===== config.mk =====
export PLATFORM = sky130hd
export DESIGN_NAME = carfield_domain_clkdiv_ctrl
export DESIGN_NICKNAME = d
export VERILOG_FILES = /design/src/rtl/carfield_pkg.sv /design/src/rtl/carfield_clkdiv_timer.sv /design/src/rtl/carfield_domain_clkdiv_ctrl.sv
export SDC_FILE = /design/constraint.sdc
export NUM_CORES = 1
export LEC_CHECK = 0
export CORE_ASPECT_RATIO = 1.5
export CORE_MARGIN = 1.5
export CORE_UTILIZATION = 50
export DETAILED_ROUTE_END_ITERATION = 16
export PLACE_DENSITY = 0.76
export SYNTH_ARGS = -nofsm -noshare
export SYNTH_HDL_FRONTEND = slang
export SYNTH_SLANG_ARGS = --single-unit

===== constraint.sdc =====
create_clock -name clk_i -period 5.6 [get_ports clk_i]
set_input_delay 1.12 -clock clk_i [delete_from_list [all_inputs] [get_ports clk_i]]
set_output_delay 1.12 -clock clk_i [all_outputs]
set_load 0.01 [all_outputs]

===== src/rtl/carfield_pkg.sv =====
// Shared types and defaults for the Carfield per-domain clock-divider controller.
package carfield_pkg;

  localparam int unsigned CarfieldNumDomains = 6;
  localparam int unsigned CarfieldDivWidth   = 8;

  typedef logic [CarfieldDivWidth-1:0] carfield_div_t;

  typedef enum logic [2:0] {
    ST_IDLE   = 3'd0,
    ST_CHECK  = 3'd1,
    ST_GATE   = 3'd2,
    ST_PROG   = 3'd3,
    ST_SETTLE = 3'd4,
    ST_DONE   = 3'd5
  } clkdiv_state_e;

  localparam carfield_div_t CarfieldDomainDefaultDiv = carfield_div_t'(1);
  localparam carfield_div_t [CarfieldNumDomains-1:0] CarfieldDefaultDiv =
    {CarfieldNumDomains{CarfieldDomainDefaultDiv}};

  // One counter serves every phase, so it is sized for the longest of them.
  function automatic int unsigned clkdiv_cnt_width(input int unsigned a,
                                                   input int unsigned b,
                                                   input int unsigned c);
    int unsigned m;
    m = a;
    m = (b > m) ? b : m;
    m = (c > m) ? c : m;
    return $clog2(m + 1);
  endfunction

endpackage


===== src/rtl/carfield_clkdiv_timer.sv =====
// Loadable down-counter that parks at zero; o_done is high while the count is zero.
module carfield_clkdiv_timer #(
  parameter int unsigned Width = 7
) (
  input  logic             i_clk,
  input  logic             i_rst_n,
  input  logic             i_load,
  input  logic [Width-1:0] i_value,
  output logic             o_done
);

  logic [Width-1:0] r_count;

  // Count register: load has priority, otherwise decrement until zero.
  always_ff @(posedge i_clk or negedge i_rst_n) begin
    if (!i_rst_n) begin
      r_count <= '0;
    end else if (i_load) begin
      r_count <= i_value;
    end else if (r_count != '0) begin
      r_count <= r_count - {{(Width-1){1'b0}}, 1'b1};
    end else begin
      r_count <= r_count;
    end
  end

  assign o_done = (r_count == '0);

endmodule


===== src/rtl/carfield_domain_clkdiv_ctrl.sv =====
// Sequences software divider updates per clock domain: gate, program via
// valid/ready, settle, ungate, then report completion or error.
module carfield_domain_clkdiv_ctrl
  import carfield_pkg::*;
#(
  parameter int unsigned NumDomains    = CarfieldNumDomains,
  parameter int unsigned DivWidth      = CarfieldDivWidth,
  parameter logic [NumDomains-1:0][DivWidth-1:0] DefaultDiv = CarfieldDefaultDiv,
  parameter int unsigned GateCycles    = 4,
  parameter int unsigned SettleCycles  = 8,
  parameter int unsigned TimeoutCycles = 64,
  localparam int unsigned DomW = (NumDomains > 1) ? $clog2(NumDomains) : 1
) (
  input  logic                           clk_i,
  input  logic                           rst_ni,
  input  logic                           req_valid_i,
  output logic                           req_ready_o,
  input  logic [DomW-1:0]                req_domain_i,
  input  logic [DivWidth-1:0]            req_div_i,
  output logic                           rsp_valid_o,
  output logic                           rsp_err_o,
  output logic                           busy_o,
  output logic [NumDomains-1:0]          clk_en_o,
  output logic [NumDomains*DivWidth-1:0] div_value_o,
  output logic [NumDomains-1:0]          div_valid_o,
  input  logic [NumDomains-1:0]          div_ready_i
);

  localparam int unsigned CntW = clkdiv_cnt_width(GateCycles, SettleCycles, TimeoutCycles);
  localparam logic [DomW:0] NumDomainsW = (DomW+1)'(NumDomains);

  clkdiv_state_e r_state, w_next_state;
  logic [DomW-1:0]                   r_dom;
  logic [DivWidth-1:0]               r_div, r_old_div;
  logic [NumDomains-1:0]             r_clk_en, r_div_valid;
  logic [NumDomains-1:0][DivWidth-1:0] r_div_value;
  logic r_req_ready, r_busy, r_rsp_valid, r_rsp_err;

  logic                w_dom_ok, w_dom_en, w_dom_ready;
  logic [DivWidth-1:0] w_cur_div;
  logic                w_latch_req, w_gate, w_program, w_accept, w_abort, w_ungate, w_rsp_err;
  logic                w_tmr_load, w_tmr_done;
  logic [CntW-1:0]     w_tmr_value;

  carfield_clkdiv_timer #(.Width(CntW)) u_timer (
    .i_clk   (clk_i),
    .i_rst_n (rst_ni),
    .i_load  (w_tmr_load),
    .i_value (w_tmr_value),
    .o_done  (w_tmr_done)
  );

  // Guarded views of the targeted domain; an out-of-range index never reaches the arrays.
  always_comb begin
    w_dom_ok    = ({1'b0, r_dom} < NumDomainsW);
    w_cur_div   = '0;
    w_dom_en    = 1'b1;
    w_dom_ready = 1'b0;
    if (w_dom_ok) begin
      w_cur_div   = r_div_value[r_dom];
      w_dom_en    = r_clk_en[r_dom];
      w_dom_ready = div_ready_i[r_dom];
    end else begin
      w_cur_div   = '0;
    end
  end

  // Next-state and per-cycle action strobes.
  always_comb begin
    w_next_state = r_state;
    w_latch_req  = 1'b0;
    w_gate       = 1'b0;
    w_program    = 1'b0;
    w_accept     = 1'b0;
    w_abort      = 1'b0;
    w_ungate     = 1'b0;
    w_rsp_err    = 1'b0;
    w_tmr_load   = 1'b0;
    w_tmr_value  = '0;
    case (r_state)
      ST_IDLE: begin
        if (req_valid_i) begin
          w_latch_req  = 1'b1;
          w_next_state = ST_CHECK;
        end else begin
          w_next_state = ST_IDLE;
        end
      end
      ST_CHECK: begin
        if (!w_dom_ok || (r_div == '0)) begin
          w_rsp_err    = 1'b1;
          w_next_state = ST_DONE;
        end else if (r_div == w_cur_div) begin
          w_next_state = ST_DONE;
        end else begin
          w_gate       = 1'b1;
          w_tmr_load   = 1'b1;
          w_tmr_value  = CntW'(GateCycles - 1);
          w_next_state = ST_GATE;
        end
      end
      ST_GATE: begin
        if (w_tmr_done) begin
          w_program    = 1'b1;
          w_tmr_load   = 1'b1;
          w_tmr_value  = CntW'(TimeoutCycles - 1);
          w_next_state = ST_PROG;
        end else begin
          w_next_state = ST_GATE;
        end
      end
      ST_PROG: begin
        if (w_dom_ready) begin
          w_accept     = 1'b1;
          w_tmr_load   = 1'b1;
          w_tmr_value  = CntW'(SettleCycles - 1);
          w_next_state = ST_SETTLE;
        end else if (w_tmr_done) begin
          w_abort      = 1'b1;
          w_rsp_err    = 1'b1;
          w_next_state = ST_DONE;
        end else begin
          w_next_state = ST_PROG;
        end
      end
      ST_SETTLE: begin
        // Ungate first, report one cycle later once the domain clock is running again.
        if (w_tmr_done && !w_dom_en) begin
          w_ungate     = 1'b1;
          w_next_state = ST_SETTLE;
        end else if (w_tmr_done) begin
          w_next_state = ST_DONE;
        end else begin
          w_next_state = ST_SETTLE;
        end
      end
      ST_DONE: begin
        w_next_state = ST_IDLE;
      end
      default: begin
        w_next_state = ST_IDLE;
      end
    endcase
  end

  // State, handshake and per-domain output registers.
  always_ff @(posedge clk_i or negedge rst_ni) begin
    if (!rst_ni) begin
      r_state     <= ST_IDLE;
      r_dom       <= '0;
      r_div       <= '0;
      r_old_div   <= '0;
      r_clk_en    <= '1;
      r_div_valid <= '0;
      r_div_value <= DefaultDiv;
      r_req_ready <= 1'b1;
      r_busy      <= 1'b0;
      r_rsp_valid <= 1'b0;
      r_rsp_err   <= 1'b0;
    end else begin
      r_state     <= w_next_state;
      r_req_ready <= (w_next_state == ST_IDLE);
      r_busy      <= (w_next_state != ST_IDLE);
      r_rsp_valid <= (w_next_state == ST_DONE);
      r_rsp_err   <= (w_next_state == ST_DONE) && w_rsp_err;
      if (w_latch_req) begin
        r_dom <= req_domain_i;
        r_div <= req_div_i;
      end
      if (w_gate) begin
        r_clk_en[r_dom] <= 1'b0;
        r_old_div       <= w_cur_div;
      end
      if (w_program) begin
        r_div_value[r_dom] <= r_div;
        r_div_valid[r_dom] <= 1'b1;
      end
      if (w_accept) begin
        r_div_valid[r_dom] <= 1'b0;
      end
      if (w_abort) begin
        r_div_valid[r_dom] <= 1'b0;
        r_div_value[r_dom] <= r_old_div;
        r_clk_en[r_dom]    <= 1'b1;
      end
      if (w_ungate) begin
        r_clk_en[r_dom] <= 1'b1;
      end
    end
  end

  assign req_ready_o = r_req_ready;
  assign busy_o      = r_busy;
  assign rsp_valid_o = r_rsp_valid;
  assign rsp_err_o   = r_rsp_err;
  assign clk_en_o    = r_clk_en;
  assign div_valid_o = r_div_valid;
  assign div_value_o = r_div_value;

endmodule


## Yosys cells after proc, flatten, opt, wreduce, memory -nomap -nowiden

Cells that the tools add are included.

- Bits in registers: 93
- Bits of input ports: 20
- Output and inout port bits: 64

- $add $sub $neg: 1
- $lt $le $gt $ge: 3
- Equality and inequality tests: 6
- Multiplexer cells: 55
- Bitwise operators: 7
- Reduce and logical (&&, ||, !) cells: 13

Operator list:

| operator | count |
|---|---|
| $bwmux 48 | 2 |
| $mux 48 | 2 |
| $mux 6 | 7 |
| $bmux 8 s3 | 1 |
| $demux 8 s3 | 1 |
| $mux 8 | 3 |
| $mux 1 | 23 |
| $and 6x6->6 | 3 |
| $or 6x6->6 | 3 |
| $pmux 6 s3 | 1 |
| $mux 3 | 5 |
| $pmux 3 s5 | 1 |
| $mux 7 | 2 |
| $eq 8x8->1 | 1 |
| $logic_not 8->1 | 1 |
| $logic_not 7->1 | 1 |
| $reduce_bool 7->1 | 1 |
| $sub 7x1->7 const B | 1 |
| $bmux 1 s3 | 2 |
| $eq 3x2->1 const B | 2 |
| $eq 3x3->1 const B | 2 |
| $logic_not 3->1 | 2 |
| $not 6->6 | 1 |
| $lt 3x4->1 const B | 1 |
| other kinds (12) | 16 |

## Logic depth before layout (Yosys ltp)

Gate-level depths: netlist (run 1).

- Depth after elaboration: 12
- Mapped depth: 10
- Mapped depth without buffers: 8

## By module

Synthesis (run 1) repeated with hierarchy kept, for this count alone.

- Cells, all modules: 497
- Area, all modules: 5,027.3 µm²

Modules (own cells, without submodules):

| module | times used | cells an instance | area each (µm²) | seq. area each (µm²) |
|---|---|---|---|---|
| carfield_domain_clkdiv_ctrl | 1 | 454 | 4,593.2 | 2,168.3 |
| carfield_clkdiv_timer | 1 | 43 | 434.2 | 175.2 |

## Worst setup path before layout (run 1)

Ideal clock, no wire load.

- Path kind: input to register
- Start: input div_ready_i[4]
- End: register r_div_value, in the netlist div_value_o[30]
- Setup time: 0.136 ns
- Data arrival time: 2.694 ns
- Setup slack: 2.770 ns
- Stages on the path: 7
- Buffers on the path: 1
- Cell sequence: mux2_2 a21oi_1 o22ai_1 or3_1 nor2_1 clkbuf_1 o21ai_0

- Longest elaborated chain between the ends: 6

RTL lines:

| item | RTL line | RTL |
|---|---|---|
| start: declaration | carfield_domain_clkdiv_ctrl.sv:26 | `input logic [NumDomains-1:0] div_ready_i` |
| $bmux 1 s3 | carfield_domain_clkdiv_ctrl.sv:62 | `w_dom_ready = div_ready_i[r_dom];` |
| $mux 1 (implied by the code) | carfield_domain_clkdiv_ctrl.sv:62 |  |
| $mux 1 | carfield_domain_clkdiv_ctrl.sv:59 | `if (w_dom_ok) begin` |
| $mux 1 | carfield_domain_clkdiv_ctrl.sv:113 | `if (w_dom_ready) begin` |
| $mux 1 | carfield_domain_clkdiv_ctrl.sv:80 | `case (r_state)` |
| $mux 48 | carfield_domain_clkdiv_ctrl.sv:181 | `if (w_abort) begin` |
| end signal: assignment | carfield_domain_clkdiv_ctrl.sv:155 | `r_div_value <= DefaultDiv;` |
| end signal: indexed assignment | carfield_domain_clkdiv_ctrl.sv:175 | `r_div_value[r_dom] <= r_div;` |
| end signal: indexed assignment | carfield_domain_clkdiv_ctrl.sv:183 | `r_div_value[r_dom] <= r_old_div;` |
| end: declaration | carfield_domain_clkdiv_ctrl.sv:36 | `logic [NumDomains-1:0][DivWidth-1:0] r_div_value;` |

No other way between the ends. The select of a mux whose other input is x is not followed.
A chain may end at the register's enable or synchronous reset.

## Worst setup path in the final report (run 1)

- Start: register r_dom[0]
- End: register r_old_div[7]

- Longest elaborated chain between the ends: 7
- Elaborated cells between the ends (all ways): 10
- Classes of those cells: 1 x order compare; 1 x eq/ne; 6 x mux; 2 x reduce/logical

RTL lines:

| item | RTL line | RTL |
|---|---|---|
| start: declaration | carfield_domain_clkdiv_ctrl.sv:33 | `logic [DomW-1:0] r_dom;` |
| start signal: assignment | carfield_domain_clkdiv_ctrl.sv:167 | `r_dom <= req_domain_i;` |
| $bmux 8 s3 | carfield_domain_clkdiv_ctrl.sv:60 | `w_cur_div = r_div_value[r_dom];` |
| $mux 8 (implied by the code) | carfield_domain_clkdiv_ctrl.sv:60 |  |
| $mux 8 | carfield_domain_clkdiv_ctrl.sv:59 |  |
| $eq 8x8->1 | carfield_domain_clkdiv_ctrl.sv:93 | `end else if (r_div == w_cur_div) begin` |
| $mux 1 | carfield_domain_clkdiv_ctrl.sv:93 |  |
| $mux 1 | carfield_domain_clkdiv_ctrl.sv:90 | `if (!w_dom_ok \|\| (r_div == '0)) begin` |
| $mux 1 | carfield_domain_clkdiv_ctrl.sv:80 |  |
| end signal: assignment | carfield_domain_clkdiv_ctrl.sv:172 | `r_old_div <= w_cur_div;` |
| end: declaration | carfield_domain_clkdiv_ctrl.sv:34 | `logic [DivWidth-1:0] r_div, r_old_div;` |

Several ways; a longest one is shown, not always the timed one. The select of a mux whose other input is x is not followed.

==> results of run 1 <==
[flip-flops by register name (all words and copies together), names as in the netlist]
name             count
busy_o               1
clk_en_o             6
div_valid_o          6
div_value_o         48
r_div                8
r_dom                3
r_old_div            8
r_state              3
req_ready_o          1
rsp_err_o            1
rsp_valid_o          1
u_timer.r_count      7
[power by group]
part	internal, uW	leakage (uW)	total [uW]	switching, uW
logic	54.6	0.00164	116	61.3
clock network	389	0.000153	642	253
registers	683	0.000996	705	22.6
[cells by family after synthesis]
| logic type | synth area share, % |
|---|---|
| buffers and inverters | 3.90 |
| AO/OA/AOI/OAI | 16.6 |
| flip-flops | 47.2 |
| multiplexers | 16.0 |
| AND/OR/NAND/NOR | 14.6 |
| XOR/XNOR | 1.23 |
| adder cells (fa/ha/maj) | 0.503 |
[cells in the final DEF, fill, tap and decap left out, drive strengths merged, types with 5 or more instances in the layout]
master / synthesis / final
clkbuf: 25 / 11
dfrtp: 80 / 80
clkinv: 2 / 5
mux2i: 44 / 44
inv: 8 / 8
and3: 5 / 5
a21oi: 65 / 65
o31ai: 7 / 7
nor2: 62 / 62
nand2b: 5 / 5
nor3: 7 / 7
mux2: 29 / 29
dfstp: 13 / 13
o21ai: 34 / 34
nand3: 6 / 6
clkdlybuf4s50: 0 / 82
nand2: 45 / 45
nor2b: 6 / 6
buf: 11 / 7
[final cells by class]
type	count	area, um2
Clock buffer	11	233
Tap cell	115	144
Sequential cell	93	2340
Clock inverter	5	75.1
Fill cell	788	3550
Multi-Input combinational cell	378	2430
Inverter	10	37.5
Timing Repair Buffer	89	873
[metrics by stage]
stage | utilization, % | setup slack [ns] | std cells | total power (uW) | instance area (um2)
CTS | 63.4 | 1.85 | 701 | 1470 | 6140
global route | 63.4 | 1.53 | 701 | 1500 | 6140
detailed placement | 60.2 | 1.68 | 685 | 832 | 5830
floorplan | - | 2.77 | 517 | 774 | 4970
global placement | 60.2 | 1.63 | 685 | 830 | 5830
finish | 63.4 | 1.75 | 701 | 1460 | 6140
[cells in the mapped netlist (3+ instances only)]
cell type / instances / share of area (%)
a22oi_1: 4 / 0.60
nor2b_1: 6 / 0.76
mux2i_1: 44 / 8.9
a32oi_1: 3 / 0.53
dfstp_2: 13 / 6.9
or3_1: 4 / 0.50
o22ai_1: 3 / 0.38
nand2b_1: 5 / 0.63
xor2_1: 4 / 0.70
and3b_1: 3 / 0.53
buf_1: 4 / 0.30
xnor2_1: 3 / 0.53
buf_2: 5 / 0.50
or2_2: 4 / 0.50
mux2_4: 7 / 2.1
o41ai_1: 3 / 0.53
clkbuf_1: 25 / 1.9
nor3_1: 7 / 0.70
dfrtp_1: 80 / 40
and3_1: 5 / 0.63
mux2_2: 22 / 5.0
inv_1: 8 / 0.60
nand2_1: 45 / 3.4
a21oi_1: 65 / 6.5
nand3_1: 6 / 0.60
o21ai_0: 33 / 3.3
o31ai_1: 7 / 1.1
nor2_1: 62 / 4.7
a211oi_1: 4 / 0.60
[how the worst min path moves through the flow]
stage / slack (ns) / depth (start not counted) / endpoint
2_1_floorplan: 0.49 / 2 / clk_en_o[2]
3_3_place_gp: 0.49 / 2 / clk_en_o[4]
3_5_place_dp: 0.49 / 2 / clk_en_o[4]
4_1_cts: 0.50 / 2 / clk_en_o[4]
5_1_grt: 0.53 / 2 / clk_en_o[4]
6_report: 0.50 / 2 / clk_en_o[4]
[per-layer routing]
metal  global-route usage (%)  part of all wire (%)
met1                     34.1                    39
met2                     47.9                    53
met3                     4.03                   5.3
met4                     12.3                   3.1
met5                        0                     0
[worst reg2reg max path: stages (launching register included)]
cell      delay, ns
dfrtp_1        0.90
buf_4          0.33
buf_4          0.19
mux2_2         0.36
a21oi_1        0.15
a211oi_1       0.10
a2111o_1       0.34
nor4_4         0.51
nor2_1         0.31
buf_4          0.25
mux2_4         0.30
==> impl_metrics.prom, run 1 <==
# TYPE chip_impl_metric gauge
chip_impl_metric{name="drt-pass1-iter-count",unit=""} 7
chip_impl_metric{name="antenna_found_initial",unit=""} 0
chip_impl_metric{name="post_cts.resized_instances",unit=""} 0
chip_impl_metric{name="cts_buffer_depth",unit=""} 2
chip_impl_metric{name="synthesis.yosys.warnings",unit=""} 0
chip_impl_metric{name="detail_route.wl_per_cell",unit="um"} 20.2
chip_impl_metric{name="grt_pass1_wl",unit="mm"} 22.7
chip_impl_metric{name="synth_cell_types",unit=""} 51
chip_impl_metric{name="sequential_to_total_area_share_from_yosys_stat",unit="%"} 47.2
chip_impl_info{name="critical_path.top_delay_family",value="flip-flops"} 1
chip_impl_metric{name="cts-hold-fix-buffers",unit=""} 0
chip_impl_metric{name="postSynthRegisterBits",unit=""} 93
chip_impl_info{name="tritoncts_clock_tree",value="yes"} 1
chip_impl_info{name="crit_path_start",value="r_dom[0]"} 1
chip_impl_metric{name="globalRouteTotalUtil",unit="%"} 27.7
chip_impl_metric{name="num-nets-final",unit=""} 603
chip_impl_metric{name="setup-tns-final",unit="ns"} 0
chip_impl_metric{name="max_cap_viol_count",unit=""} 0
chip_impl_metric{name="syn2layout_area_growth",unit="%"} 23.5
chip_impl_metric{name="period_share",unit="%"} 68.7
chip_impl_info{name="clockRootBuffer",value="clkbuf_16"} 1
chip_impl_metric{name="syn-mean-instance-area",unit="um2"} 9.61
chip_impl_metric{name="num_io_pins",unit=""} 84
chip_impl_metric{name="finalSetupViolCount",unit=""} 0
chip_impl_metric{name="vias_per_cell",unit=""} 6.20
chip_impl_info{name="outcome",value="finished, final reports clean"} 1
chip_impl_metric{name="post_synth_inst_count",unit=""} 517
chip_impl_metric{name="total_core_area",unit="mm2"} 0.00969
chip_impl_metric{name="synth-edff-count",unit=""} 0
chip_impl_metric{name="cp_data_required_time",unit="ns"} 5.83
chip_impl_metric{name="timing.critical_path.depth",unit=""} 10
chip_impl_metric{name="drive_gt1_share",unit="%"} 11.8
chip_impl_metric{name="port_buffers",unit=""} 83
chip_impl_metric{name="worst-path-max-fanout",unit=""} 27
chip_impl_metric{name="drc",unit=""} 0
chip_impl_info{name="crit_path_cell_trace",value="buf_4 > buf_4 > mux2_2 > a21oi_1 > a211oi_1 > a2111o_1 > nor4_4 > nor2_1 > buf_4 > mux2_4"} 1
chip_impl_metric{name="fmax",unit="GHz"} 0.260
chip_impl_metric{name="numClockSinks",unit=""} 93
chip_impl_metric{name="effective_utilization_at_floorplan",unit="%"} 51.3
chip_impl_metric{name="tightestPinTransition",unit="ns"} 1.22
chip_impl_metric{name="fin_skew",unit="ns"} 0.00623
chip_impl_metric{name="post_cts_buffers",unit=""} 0
chip_impl_metric{name="whs",unit="ns"} 0.501
chip_impl_metric{name="cts_made_buffers",unit=""} 9
chip_impl_info{name="worst_setup_path_start_kind",value="flip-flop"} 1
chip_impl_metric{name="globalplace.congestion",unit=""} 0.963
chip_impl_metric{name="placementRows",unit=""} 44
chip_impl_metric{name="max_stage_delay",unit="ns"} 0.90
chip_impl_metric{name="dp_hpwl",unit="mm"} 9.87
chip_impl_metric{name="antenna_violating_nets_post_route",unit=""} 0
chip_impl_metric{name="dr.first_iter.drc_count",unit=""} 407
chip_impl_info{name="criticalPathCategory",value="flip-flop to flip-flop"} 1
chip_impl_info{name="crit_path_top_delay_cell",value="dfrtp_1"} 1
chip_impl_info{name="critPathCaptureType",value="flip-flop"} 1
chip_impl_metric{name="async_flop_share",unit="%"} 100
chip_impl_metric{name="hold_violations",unit=""} 0
chip_impl_info{name="crit_end",value="r_old_div[7]"} 1
chip_impl_metric{name="chipHeight",unit="um"} 125
chip_impl_metric{name="reg2regPathDepth",unit=""} 10
chip_impl_metric{name="worstPathArrival",unit="ns"} 4.07
chip_impl_metric{name="leakage",unit="uW"} 0.00278
chip_impl_metric{name="slew-limit-headroom",unit="%"} 18.2
chip_impl_metric{name="antenna_cells",unit=""} 0
chip_impl_info{name="timing.rr.end",value="r_old_div[7]"} 1
chip_impl_info{name="synth_flop_cell",value="dfrtp_1"} 1
chip_impl_metric{name="max-vdd-ir-drop",unit="mV"} 0.191
chip_impl_metric{name="grt-ovfl-total",unit=""} 0
chip_impl_metric{name="postSynthNetCount",unit=""} 539
chip_impl_metric{name="depth_of_the_cts_h_tree",unit=""} 3
chip_impl_metric{name="clkSlewWorstSetupHoldPaths",unit="ns"} 0.06
chip_impl_metric{name="grt_start_max_net_pins",unit=""} 67
chip_impl_metric{name="clock_latency",unit="ns"} 0.34
chip_impl_info{name="unrepaired_setup_endpoints_after_global_routing",value="no"} 1
chip_impl_metric{name="route.vias.total",unit=""} 4348
chip_impl_metric{name="floorplan.die_area",unit="mm2"} 0.0106
chip_impl_metric{name="first_global_vias",unit=""} 4308
chip_impl_metric{name="r2r_slack",unit="ns"} 1.75
chip_impl_metric{name="postRouteWirelength",unit="mm"} 14.2
chip_impl_info{name="timing.rr.start",value="r_dom[0]"} 1
chip_impl_metric{name="maxSlewViolCount",unit=""} 0
chip_impl_metric{name="worstPathBufferInverterCount",unit=""} 3
chip_impl_metric{name="layout_min_cycle_time",unit="ns"} 3.85
chip_impl_info{name="critical_path.most_common_cell",value="buf_4"} 1
chip_impl_info{name="min-delay-start",value="clk_en_o[4]"} 1
chip_impl_metric{name="pwr_density_cell",unit="mW/mm2"} 238
chip_impl_metric{name="fp.dieW",unit="um"} 84.4
chip_impl_info{name="hold_path_class",value="flip-flop to flip-flop"} 1
chip_impl_metric{name="post_synth_instance_area",unit="mm2"} 0.00497
Power figures use the tool's default switching activity.
==> run 2, diff against run 1 <==
CORE_UTILIZATION = 48   (was 50)
clock period = 3.3 ns   (was 5.6 ns; I/O delays follow)
==> run 2 against run 1 <==
Against the previous run: via count is 0.25% higher; die area is 4.0% higher; global-route usage is 0.074 points higher; critical path depth is 3 lower; core utilization is 0.62 points lower; clock power is 76% higher; worst setup slack worse by 1.4 ns; routed wire length is 3.6% higher; cell count is 2.9% higher; total power is 73% higher; critical endpoint is now r_old_div[3]; largest power group unchanged.
==> impl_metrics.prom, run 2 (synthesis results as in run 1) <==
# TYPE chip_impl_metric gauge
chip_impl_info{name="outcome",value="finished, final reports clean"} 1
chip_impl_metric{name="drc",unit=""} 0
chip_impl_metric{name="r2r_slack",unit="ns"} 0.35
chip_impl_info{name="timing.rr.end",value="r_old_div[3]"} 1
chip_impl_metric{name="post_cts_buffers",unit=""} 0
chip_impl_info{name="tritoncts_clock_tree",value="yes"} 1
chip_impl_metric{name="depth_of_the_cts_h_tree",unit=""} 3
chip_impl_metric{name="worst-path-max-fanout",unit=""} 13
chip_impl_metric{name="worstPathBufferInverterCount",unit=""} 0
chip_impl_metric{name="post-layout-total-power",unit="uW"} 2540
chip_impl_metric{name="worstPathArrival",unit="ns"} 3.18
chip_impl_metric{name="numClockSinks",unit=""} 93
chip_impl_info{name="worst_setup_path_start_kind",value="flip-flop"} 1
chip_impl_info{name="commonest_non_fill_non_tap_cell_in_the_layout",value="clkdlybuf4s50_1"} 1
chip_impl_metric{name="max_cap_viol_count",unit=""} 0
chip_impl_metric{name="tightestPinTransition",unit="ns"} 0.795
chip_impl_metric{name="leakage",unit="uW"} 0.00289
chip_impl_info{name="critPathCaptureType",value="flip-flop"} 1
chip_impl_metric{name="ff_latch_area",unit="mm2"} 0.00234
chip_impl_metric{name="multi_input_area",unit="mm2"} 0.00243
chip_impl_info{name="critical_path.top_delay_family",value="simple AND/OR/NAND/NOR gates"} 1
chip_impl_metric{name="grt-ovfl-total",unit=""} 0
chip_impl_metric{name="clkSlewWorstSetupHoldPaths",unit="ns"} 0.06
chip_impl_metric{name="route.vias.total",unit=""} 4359
chip_impl_info{name="hold_path_class",value="input pin to asynchronous set/reset pin"} 1
chip_impl_metric{name="postRouteWirelength",unit="mm"} 14.7
chip_impl_metric{name="grt_start_max_net_pins",unit=""} 55
chip_impl_info{name="layout_common_cells",value="clkdlybuf4s50_1 (82), dfrtp_1 (80), a21oi_1 (65)"} 1
chip_impl_metric{name="floorplan.die_area",unit="mm2"} 0.0110
chip_impl_metric{name="cts_made_buffers",unit=""} 9
chip_impl_metric{name="whs",unit="ns"} 0.296
chip_impl_metric{name="first_global_vias",unit=""} 4223
chip_impl_metric{name="reg2regPathDepth",unit=""} 7
chip_impl_metric{name="cp_data_required_time",unit="ns"} 3.53
chip_impl_info{name="timing.rr.start",value="r_dom[2]"} 1
chip_impl_metric{name="dr.first_iter.drc_count",unit=""} 353
chip_impl_metric{name="layout_min_cycle_time",unit="ns"} 2.95
chip_impl_metric{name="fp.dieW",unit="um"} 86.1
chip_impl_metric{name="period_share",unit="%"} 89.5
chip_impl_metric{name="syn2layout_area_growth",unit="%"} 27.2
chip_impl_metric{name="antenna_found_initial",unit=""} 0
chip_impl_metric{name="port_buffers",unit=""} 83
chip_impl_metric{name="chipHeight",unit="um"} 128
chip_impl_info{name="criticalPathCategory",value="flip-flop to flip-flop"} 1
chip_impl_metric{name="drt-pass1-iter-count",unit=""} 5
chip_impl_metric{name="setup-tns-final",unit="ns"} 0
chip_impl_metric{name="grt_pass1_wl",unit="mm"} 23.0
chip_impl_metric{name="largest_register_ff_count",unit=""} 48
chip_impl_metric{name="fillers",unit=""} 805
chip_impl_metric{name="num_io_pins",unit=""} 84
chip_impl_metric{name="setup_slack",unit="ns"} 0.348
chip_impl_metric{name="vias_per_cell",unit=""} 6.05
chip_impl_metric{name="utilization",unit="%"} 62.7
chip_impl_metric{name="hold_violations",unit=""} 0
chip_impl_metric{name="clock_latency",unit="ns"} 0.34
chip_impl_metric{name="effective_utilization_at_floorplan",unit="%"} 49.3
chip_impl_metric{name="fin_skew",unit="ns"} 0.00490
chip_impl_info{name="clockRootBuffer",value="clkbuf_16"} 1
chip_impl_metric{name="timing.critical_path.depth",unit=""} 7
chip_impl_metric{name="max-vdd-ir-drop",unit="mV"} 0.262
chip_impl_metric{name="antenna_violating_nets_post_route",unit=""} 0
chip_impl_info{name="unrepaired_setup_endpoints_after_global_routing",value="no"} 1
chip_impl_metric{name="antenna_cells",unit=""} 0
chip_impl_metric{name="globalRouteTotalUtil",unit="%"} 27.8
chip_impl_metric{name="placementRows",unit=""} 45
chip_impl_metric{name="total_core_area",unit="mm2"} 0.0101
chip_impl_metric{name="detail_route.wl_per_cell",unit="um"} 20.4
chip_impl_metric{name="pwr_density_cell",unit="mW/mm2"} 401
chip_impl_metric{name="slew-limit-headroom",unit="%"} 46.8
chip_impl_metric{name="cts-hold-fix-buffers",unit=""} 0
chip_impl_metric{name="finalSetupViolCount",unit=""} 0
chip_impl_info{name="crit_path_cell_trace",value="nor2b_1 > a22oi_1 > o221ai_1 > xor2_1 > nor4_4 > nor2_2 > mux2_4"} 1
chip_impl_metric{name="cts_buffer_depth",unit=""} 2
chip_impl_metric{name="max_stage_delay",unit="ns"} 0.61
chip_impl_metric{name="place_ws",unit="ns"} 0.0852
chip_impl_metric{name="fmax",unit="GHz"} 0.339
chip_impl_metric{name="globalplace.congestion",unit=""} 0.916
chip_impl_metric{name="drive_gt1_share",unit="%"} 14.7
chip_impl_metric{name="num-nets-final",unit=""} 621
chip_impl_metric{name="maxSlewViolCount",unit=""} 0
chip_impl_metric{name="dp_hpwl",unit="mm"} 10.3
chip_impl_info{name="crit_path_top_delay_cell",value="nor2_2"} 1
-- run 2: power by group --
group	leakage (uW)	switching [uW]	internal, uW
registers	0.000996	26.5	1160
clock network	0.000163	425	703
logic	0.00173	119	104
-- run 2: routing by layer --
metal  GRT usage (%)  wire length, um
met1            34.1             5670
met2            46.7             7380
met3            4.65              899
met4            14.2              734
met5               0                0
-- run 2: worst max-delay path by stage --
stage / from / to
global placement: r_dom[0] / r_old_div[2]
global route: r_dom[2] / r_old_div[3]
finish: r_dom[2] / r_old_div[3]
floorplan: r_dom[0] / r_old_div[0]
CTS: r_dom[2] / r_old_div[3]
detailed placement: r_dom[1] / r_old_div[3]
-- run 2: final cells by class --
| cell class | instances | area share (%) |
|---|---|---|
| multi-input combinational | 378 | 38.5 |
| clock inverter | 4 | 1.11 |
| clock buffer | 12 | 4.06 |
| sequential | 93 | 37.1 |
| timing repair buffer | 107 | 16.3 |
| inverter | 10 | 0.594 |
| tap | 117 | 2.32 |
-- run 2: per-stage QoR --
step           cells  instance area [um2]
2_1_floorplan    517                 4970
3_3_place_gp     705                 5990
3_5_place_dp     705                 5990
4_1_cts          721                 6320
5_1_grt          721                 6320
6_report         721                 6320
-- run 2: what timing repair did --
item	in CTS	in global routing
endpoints found under the setup margin	0	7
resized for setup	0	1
endpoints found under the hold margin	0	0
